--- src/rtl/fpu_wb_pkg.sv ---
// Shared types for the FPU writeback path: fflags bit positions, the buffered
// result entry and the fpnew status-to-fflags mapping.
package fpu_wb_pkg;

  localparam int unsigned NUM_FFLAGS = 5;
  localparam int unsigned FFLAG_NV   = 4;
  localparam int unsigned FFLAG_DZ   = 3;
  localparam int unsigned FFLAG_OF   = 2;
  localparam int unsigned FFLAG_UF   = 1;
  localparam int unsigned FFLAG_NX   = 0;

  localparam int unsigned WB_DATA_W = 32;
  localparam int unsigned WB_TAG_W  = 5;

  typedef logic [NUM_FFLAGS-1:0] fflags_t;

  // Same field order as fpnew_pkg::status_t
  typedef struct packed {
    logic NV;
    logic DZ;
    logic OF;
    logic UF;
    logic NX;
  } fpnew_status_t;

  typedef struct packed {
    logic [WB_DATA_W-1:0]  data;
    logic [NUM_FFLAGS-1:0] status;
    logic [WB_TAG_W-1:0]   tag;
  } wb_entry_t;

  function automatic fflags_t status_to_fflags(input fpnew_status_t s);
    fflags_t f;
    f           = '0;
    f[FFLAG_NV] = s.NV;
    f[FFLAG_DZ] = s.DZ;
    f[FFLAG_OF] = s.OF;
    f[FFLAG_UF] = s.UF;
    f[FFLAG_NX] = s.NX;
    return f;
  endfunction

endpackage

--- src/rtl/fpu_wb_fifo.sv ---
// Generic Depth x EntryW FIFO with separate occupancy count and synchronous flush.
// Head data reads as zero while empty.
module fpu_wb_fifo #(
  parameter  int unsigned EntryW = 42,
  parameter  int unsigned Depth  = 2,
  localparam int unsigned PtrW   = $clog2(Depth),
  localparam int unsigned CntW   = $clog2(Depth + 1)
) (
  input  logic              clk_i,
  input  logic              rst_ni,
  input  logic              flush_i,
  input  logic              push_i,
  input  logic [EntryW-1:0] wdata_i,
  input  logic              pop_i,
  output logic [EntryW-1:0] rdata_o,
  output logic              full_o,
  output logic              empty_o,
  output logic [CntW-1:0]   count_o
);

  localparam logic [CntW-1:0] FullCnt = CntW'(Depth);

  logic [EntryW-1:0] mem_q [Depth];
  logic [PtrW-1:0]   wptr_q;
  logic [PtrW-1:0]   rptr_q;
  logic [CntW-1:0]   count_q;
  logic              do_push;
  logic              do_pop;

  assign full_o  = (count_q == FullCnt);
  assign empty_o = (count_q == '0);

  // Flush wins over any handshake in the same cycle
  assign do_push = push_i && !full_o  && !flush_i;
  assign do_pop  = pop_i  && !empty_o && !flush_i;

  always_ff @(posedge clk_i or negedge rst_ni) begin
    if (!rst_ni) begin
      wptr_q  <= '0;
      rptr_q  <= '0;
      count_q <= '0;
    end else if (flush_i) begin
      wptr_q  <= '0;
      rptr_q  <= '0;
      count_q <= '0;
    end else begin
      if (do_push) wptr_q <= wptr_q + PtrW'(1);
      if (do_pop)  rptr_q <= rptr_q + PtrW'(1);
      count_q <= count_q + CntW'(do_push) - CntW'(do_pop);
    end
  end

  always_ff @(posedge clk_i or negedge rst_ni) begin
    if (!rst_ni) begin
      for (int unsigned i = 0; i < Depth; i++) mem_q[i] <= '0;
    end else if (do_push) begin
      mem_q[wptr_q] <= wdata_i;
    end
  end

  assign rdata_o = empty_o ? '0 : mem_q[rptr_q];
  assign count_o = count_q;

  a_count_bound: assert property (@(posedge clk_i) disable iff (!rst_ni) count_q <= FullCnt);

endmodule

--- src/rtl/fpu_result_collector.sv ---
// Buffers fpnew results and presents them on a register-file writeback port,
// accruing sticky fcsr exception flags as entries retire.
module fpu_result_collector
  import fpu_wb_pkg::*;
#(
  parameter  int unsigned Width    = 32,
  parameter  int unsigned TagWidth = 5,
  parameter  int unsigned Depth    = 2,
  localparam int unsigned CntW     = $clog2(Depth + 1)
) (
  input  logic                  clk_i,
  input  logic                  rst_ni,
  input  logic                  flush_i,
  input  logic                  fpu_valid_i,
  output logic                  fpu_ready_o,
  input  logic [Width-1:0]      fpu_result_i,
  input  logic [NUM_FFLAGS-1:0] fpu_status_i,
  input  logic [TagWidth-1:0]   fpu_tag_i,
  output logic                  wb_valid_o,
  input  logic                  wb_ready_i,
  output logic [Width-1:0]      wb_data_o,
  output logic [TagWidth-1:0]   wb_rd_o,
  output logic [NUM_FFLAGS-1:0] wb_status_o,
  output logic [NUM_FFLAGS-1:0] fflags_o,
  input  logic                  fflags_clr_i,
  output logic [CntW-1:0]       count_o,
  output logic                  busy_o
);

  localparam int unsigned EntryW = Width + NUM_FFLAGS + TagWidth;

  logic              push;
  logic              pop;
  logic              full;
  logic              empty;
  logic [EntryW-1:0] wdata;
  logic [EntryW-1:0] rdata;
  fflags_t           status_vec;
  fflags_t           fflags_q;
  fflags_t           fflags_d;

  assign status_vec = status_to_fflags(fpnew_status_t'(fpu_status_i));
  assign wdata      = {fpu_result_i, status_vec, fpu_tag_i};

  // No push-on-pop when full: ready depends only on registered occupancy
  assign fpu_ready_o = !full;
  assign push        = fpu_valid_i && fpu_ready_o;
  assign wb_valid_o  = !empty;
  assign pop         = wb_valid_o && wb_ready_i;
  assign busy_o      = !empty;

  fpu_wb_fifo #(
    .EntryW (EntryW),
    .Depth  (Depth)
  ) u_fifo (
    .clk_i   (clk_i),
    .rst_ni  (rst_ni),
    .flush_i (flush_i),
    .push_i  (push),
    .wdata_i (wdata),
    .pop_i   (pop),
    .rdata_o (rdata),
    .full_o  (full),
    .empty_o (empty),
    .count_o (count_o)
  );

  assign {wb_data_o, wb_status_o, wb_rd_o} = rdata;

  // A retiring entry's flags survive a same-cycle clear; a flushed pop never retires
  always_comb begin
    fflags_d = fflags_clr_i ? '0 : fflags_q;
    if (pop && !flush_i) fflags_d = fflags_d | wb_status_o;
  end

  always_ff @(posedge clk_i or negedge rst_ni) begin
    if (!rst_ni) fflags_q <= '0;
    else         fflags_q <= fflags_d;
  end

  assign fflags_o = fflags_q;

  a_hold_stable: assert property (@(posedge clk_i) disable iff (!rst_ni)
    (fpu_valid_i && !fpu_ready_o) |=>
      ($stable(fpu_result_i) && $stable(fpu_status_i) && $stable(fpu_tag_i)));

endmodule

--- config.mk ---
export PLATFORM = sky130hd
export DESIGN_NAME = fpu_result_collector
export DESIGN_NICKNAME = d
export VERILOG_FILES = /design/src/rtl/fpu_wb_pkg.sv /design/src/rtl/fpu_wb_fifo.sv /design/src/rtl/fpu_result_collector.sv
export SDC_FILE = /design/constraint.sdc
export NUM_CORES = 1
export LEC_CHECK = 0
export ABC_CLOCK_PERIOD_IN_PS = 4300
export BUFFER_PORTS_ARGS = -buffer_cell sky130_fd_sc_hd__buf_2
export CAP_MARGIN = 25
export CORE_MARGIN = 2
export CORE_UTILIZATION = 45
export CTS_CLUSTER_DIAMETER = 120
export DETAILED_ROUTE_END_ITERATION = 6
export GPL_TIMING_DRIVEN = 1
export PLACE_DENSITY = 0.69
export SETUP_SLACK_MARGIN = 0.05
export SYNTH_ARGS = -nofsm -noshare
export SYNTH_HDL_FRONTEND = slang
export SYNTH_SLANG_ARGS = --single-unit
--- constraint.sdc ---
create_clock -name clk_i -period 4.3 [get_ports clk_i]
set_input_delay 0.86 -clock clk_i [delete_from_list [all_inputs] [get_ports clk_i]]
set_output_delay 0.86 -clock clk_i [all_outputs]
set_load 0.005 [all_outputs]
==> summary.md <==
| Metric | Value |
|---|---|
| Avg WL per Cell | 15.5 um |
| CTS tree | built |
| Slew Viols, Final | 0 |
| Diodes inserted | 0 |
| Slew headroom | 43.5% |
| Initial antenna violation count | 0 |
| GRT Residual Overflow | 0 |
| TNS Setup | 0 ns |
| WP data required | 3.44 ns |
| Clk sinks | 93 |
| Max Used Layer | met4 |
| Netlist Area Pre-Place | 0.00422 mm^2 |
| CTS clk-pin slew, worst paths | 0.09 ns |
| Die height | 101 um |
| Worst-Margin Slew | 0.844 ns |
| Max Cap Viol | 0 |
| Share of the synthesized area in the top cell type | 55.1% |
| DR pass1 iterations | 4 |
| Synth area leaders | dfrtp_1, mux2_2, mux2i_1 |
| Mapped Avg Cell Area | 13.4 um^2 |
| Total Die Area | 0.0102 mm^2 |
| Hold bufs inserted after CTS | 0 |
| Final period util | 70.8% |
| Worst-case clock buffer depth | 2 |
| GP Congestion | 0.726 |
| Crit Path Category | reg2out |
| CTS Buf Count | 9 |
| Dpl ws | 1.47 ns |
| Ports | 100 |
| Leakage | 2.31 nW |
| Chip width | 101 um |
| Crit path DAT | 2.18 ns |
| Post-CTS sizing | 0 |
| Vias | 2708 |
| Worst setup margin | 1.26 ns |
| Sequential area share after synthesis | 55.1% |
| First-pass GRT wire length | 13300 um |
| Detailed placement HPWL | 5470 um |
| Yosys warns | 0 |
| Finished Core Util | 54.3% |
| WHS | 0.494 ns |
| Largest net degree at the start of global routing | 63 |
| Placeable Area | 0.00915 mm^2 |
| Area grow syn2layout | 17.7% |
| Min Tclk post-route | 3.04 ns |
| # DRC | 0 |
| 1st-iter DRT viols | 37 |
| Top cell type by total area after synthesis | dfrtp_1 |
| Post-route ant nets | 0 |
| Synth Register Bits | 93 |
| # port buffers | 99 |
| FF-to-FF setup slack | 1.90 ns |
| Vias/cell | 5.15 |
| Met3 wire length | 525 um |
| Met2 WL post-DR | 3940 um |
| Outcome | finished, final reports clean |
| H-tree lvl count | 3 |
| Hold Crit Class | reg2reg |
| CP max FO | 22 |
| Fin nets | 460 |
| DRT Wirelength | 8140 um |
| Max VDD drop | 0.328 mV |
| Post-Synthesis Cells | 316 |
| RSZ-0062 raised after global routing | false |
| Clock Latency Late Sink | 0.35 ns |
| Netlist cell types | 23 |
| Crit. End Element | primary output |
| Layout cells sized above 1 | 49.2% |
| Final hold vios | 0 |
| Starting Density | 46.1% |
| CTS Root Cell | clkbuf_8 |
| Vias in the first global route | 2785 |
| Fmax | 0.329 GHz |
| Fill count | 811 |
| Total chip power | 2.86 mW |
| WL met1 | 3600 um |
| Total Routing Usage GR | 17.1% |
| CP Launch Type | flop |
| Postcts setup bufs | 0 |
| Final setup vio count | 0 |
| Power density over cell area | 575 mW/mm^2 |
| Core Rows | 35 |
| Syn nets | 366 |
| Final Skew | 0.0112 ns |
[worst paths after layout]
check | depth (start not counted) | endpoint | start
min in group asynchronous | 1 | fflags_o[2]$_DFF_PN0_ | rst_ni
hold reg to reg | 1 | u_fifo.mem_q[48]$_DFFE_PN0P_ | u_fifo.mem_q[48]$_DFFE_PN0P_
setup reg to reg | 5 | u_fifo.mem_q[12]$_DFFE_PN0P_ | u_fifo.count_o[1]$_DFF_PN0_
setup / recovery | 4 | wb_status_o[1] | u_fifo.rptr_q$_DFFE_PN0P_
max in group asynchronous | 2 | u_fifo.mem_q[31]$_DFFE_PN0P_ | rst_ni
hold / removal | 1 | u_fifo.mem_q[48]$_DFFE_PN0P_ | u_fifo.mem_q[48]$_DFFE_PN0P_
[where the power goes]
group | leakage [nW] | switching [mW] | internal (mW)
sequential | 1.12 | 0.186 | 1.20
combinational | 1.10 | 0.386 | 0.500
clock | 0.0995 | 0.296 | 0.286
[Yosys cell counts (all sizes together)]
| cell type | count |
|---|---|
| ha | 2 |
| buf | 15 |
| dfrtp | 93 |
| mux2 | 84 |
| mux2i | 42 |
| nor3 | 1 |
| nor2 | 45 |
| or2 | 1 |
| o21ai | 2 |
| nor4 | 1 |
| clkbuf | 6 |
| xnor2 | 1 |
| nor2b | 2 |
| o32ai | 5 |
| xor2 | 2 |
| a21oi | 1 |
| inv | 11 |
| nand4b | 1 |
| or3 | 1 |
[stage by stage]
| stage | instance area [um^2] | cells |
|---|---|---|
| after detailed placement | 4770 | 510 |
| after floorplan | 4220 | 316 |
| after global placement | 4770 | 510 |
| after global routing | 4970 | 526 |
| after CTS | 4970 | 526 |
| final | 4970 | 526 |
[final cells by class]
cell class	count	area (um^2)	share of cell area, %
Multi-Input combinational cell	191	1720	34.7
Clock buffer	11	141	2.85
Timing Repair Buffer	104	536	10.8
Inverter	11	41.3	0.831
Sequential cell	93	2330	46.9
Tap cell	111	139	2.80
Clock inverter	5	60.1	1.21
[state kept, by name, indices dropped and copies added (netlist names)]
| signal | cells |
|---|---|
| fflags_o | 5 |
| u_fifo.count_o | 2 |
| u_fifo.mem_q | 84 |
| u_fifo.rptr_q | 1 |
| u_fifo.wptr_q | 1 |
[critical path: stages, from the launching register on]
cell and delay, ns:
dfrtp_2 0.81, buf_4 0.49, mux2i_1 0.31, nor2_1 0.06, buf_2 0.15
[layer usage]
layer,up-vias,global-route usage (%)
li1,1273,-
met1,1355,21.3
met2,72,28.2
met3,8,6.31
met4,0,4.11
met5,-,0
[cells in the final DEF, fill, tap and decap left out, drive strengths merged]
master	netlist	routed
clkinv	0	3
mux2	84	84
nor2b	2	2
o32ai	5	5
nand4b	1	1
or2	1	1
or3	1	1
bufinv	0	1
dfrtp	93	93
inv	11	11
o21ai	2	2
nor4	1	1
clkinvlp	0	1
nor2	45	45
xnor2	1	1
buf	15	104
mux2i	42	42
a21oi	1	1
ha	2	2
xor2	2	2
nor3	1	1
clkbuf	6	11
[logic make-up (layout without fill, tap and decap cells)]
family / Yosys count / count (layout) / share of synthesized area, %
XOR/XNOR: 3 / 3 / 0.623
AND/OR/NAND/NOR: 52 / 52 / 5.63
buffers and inverters: 32 / 131 / 4.24
flip-flops: 93 / 93 / 55.1
adder cells (fa/ha/maj): 2 / 2 / 0.593
multiplexers: 126 / 126 / 32.4
AO/OA/AOI/OAI: 8 / 8 / 1.39
Power figures use the tool's default switching activity.
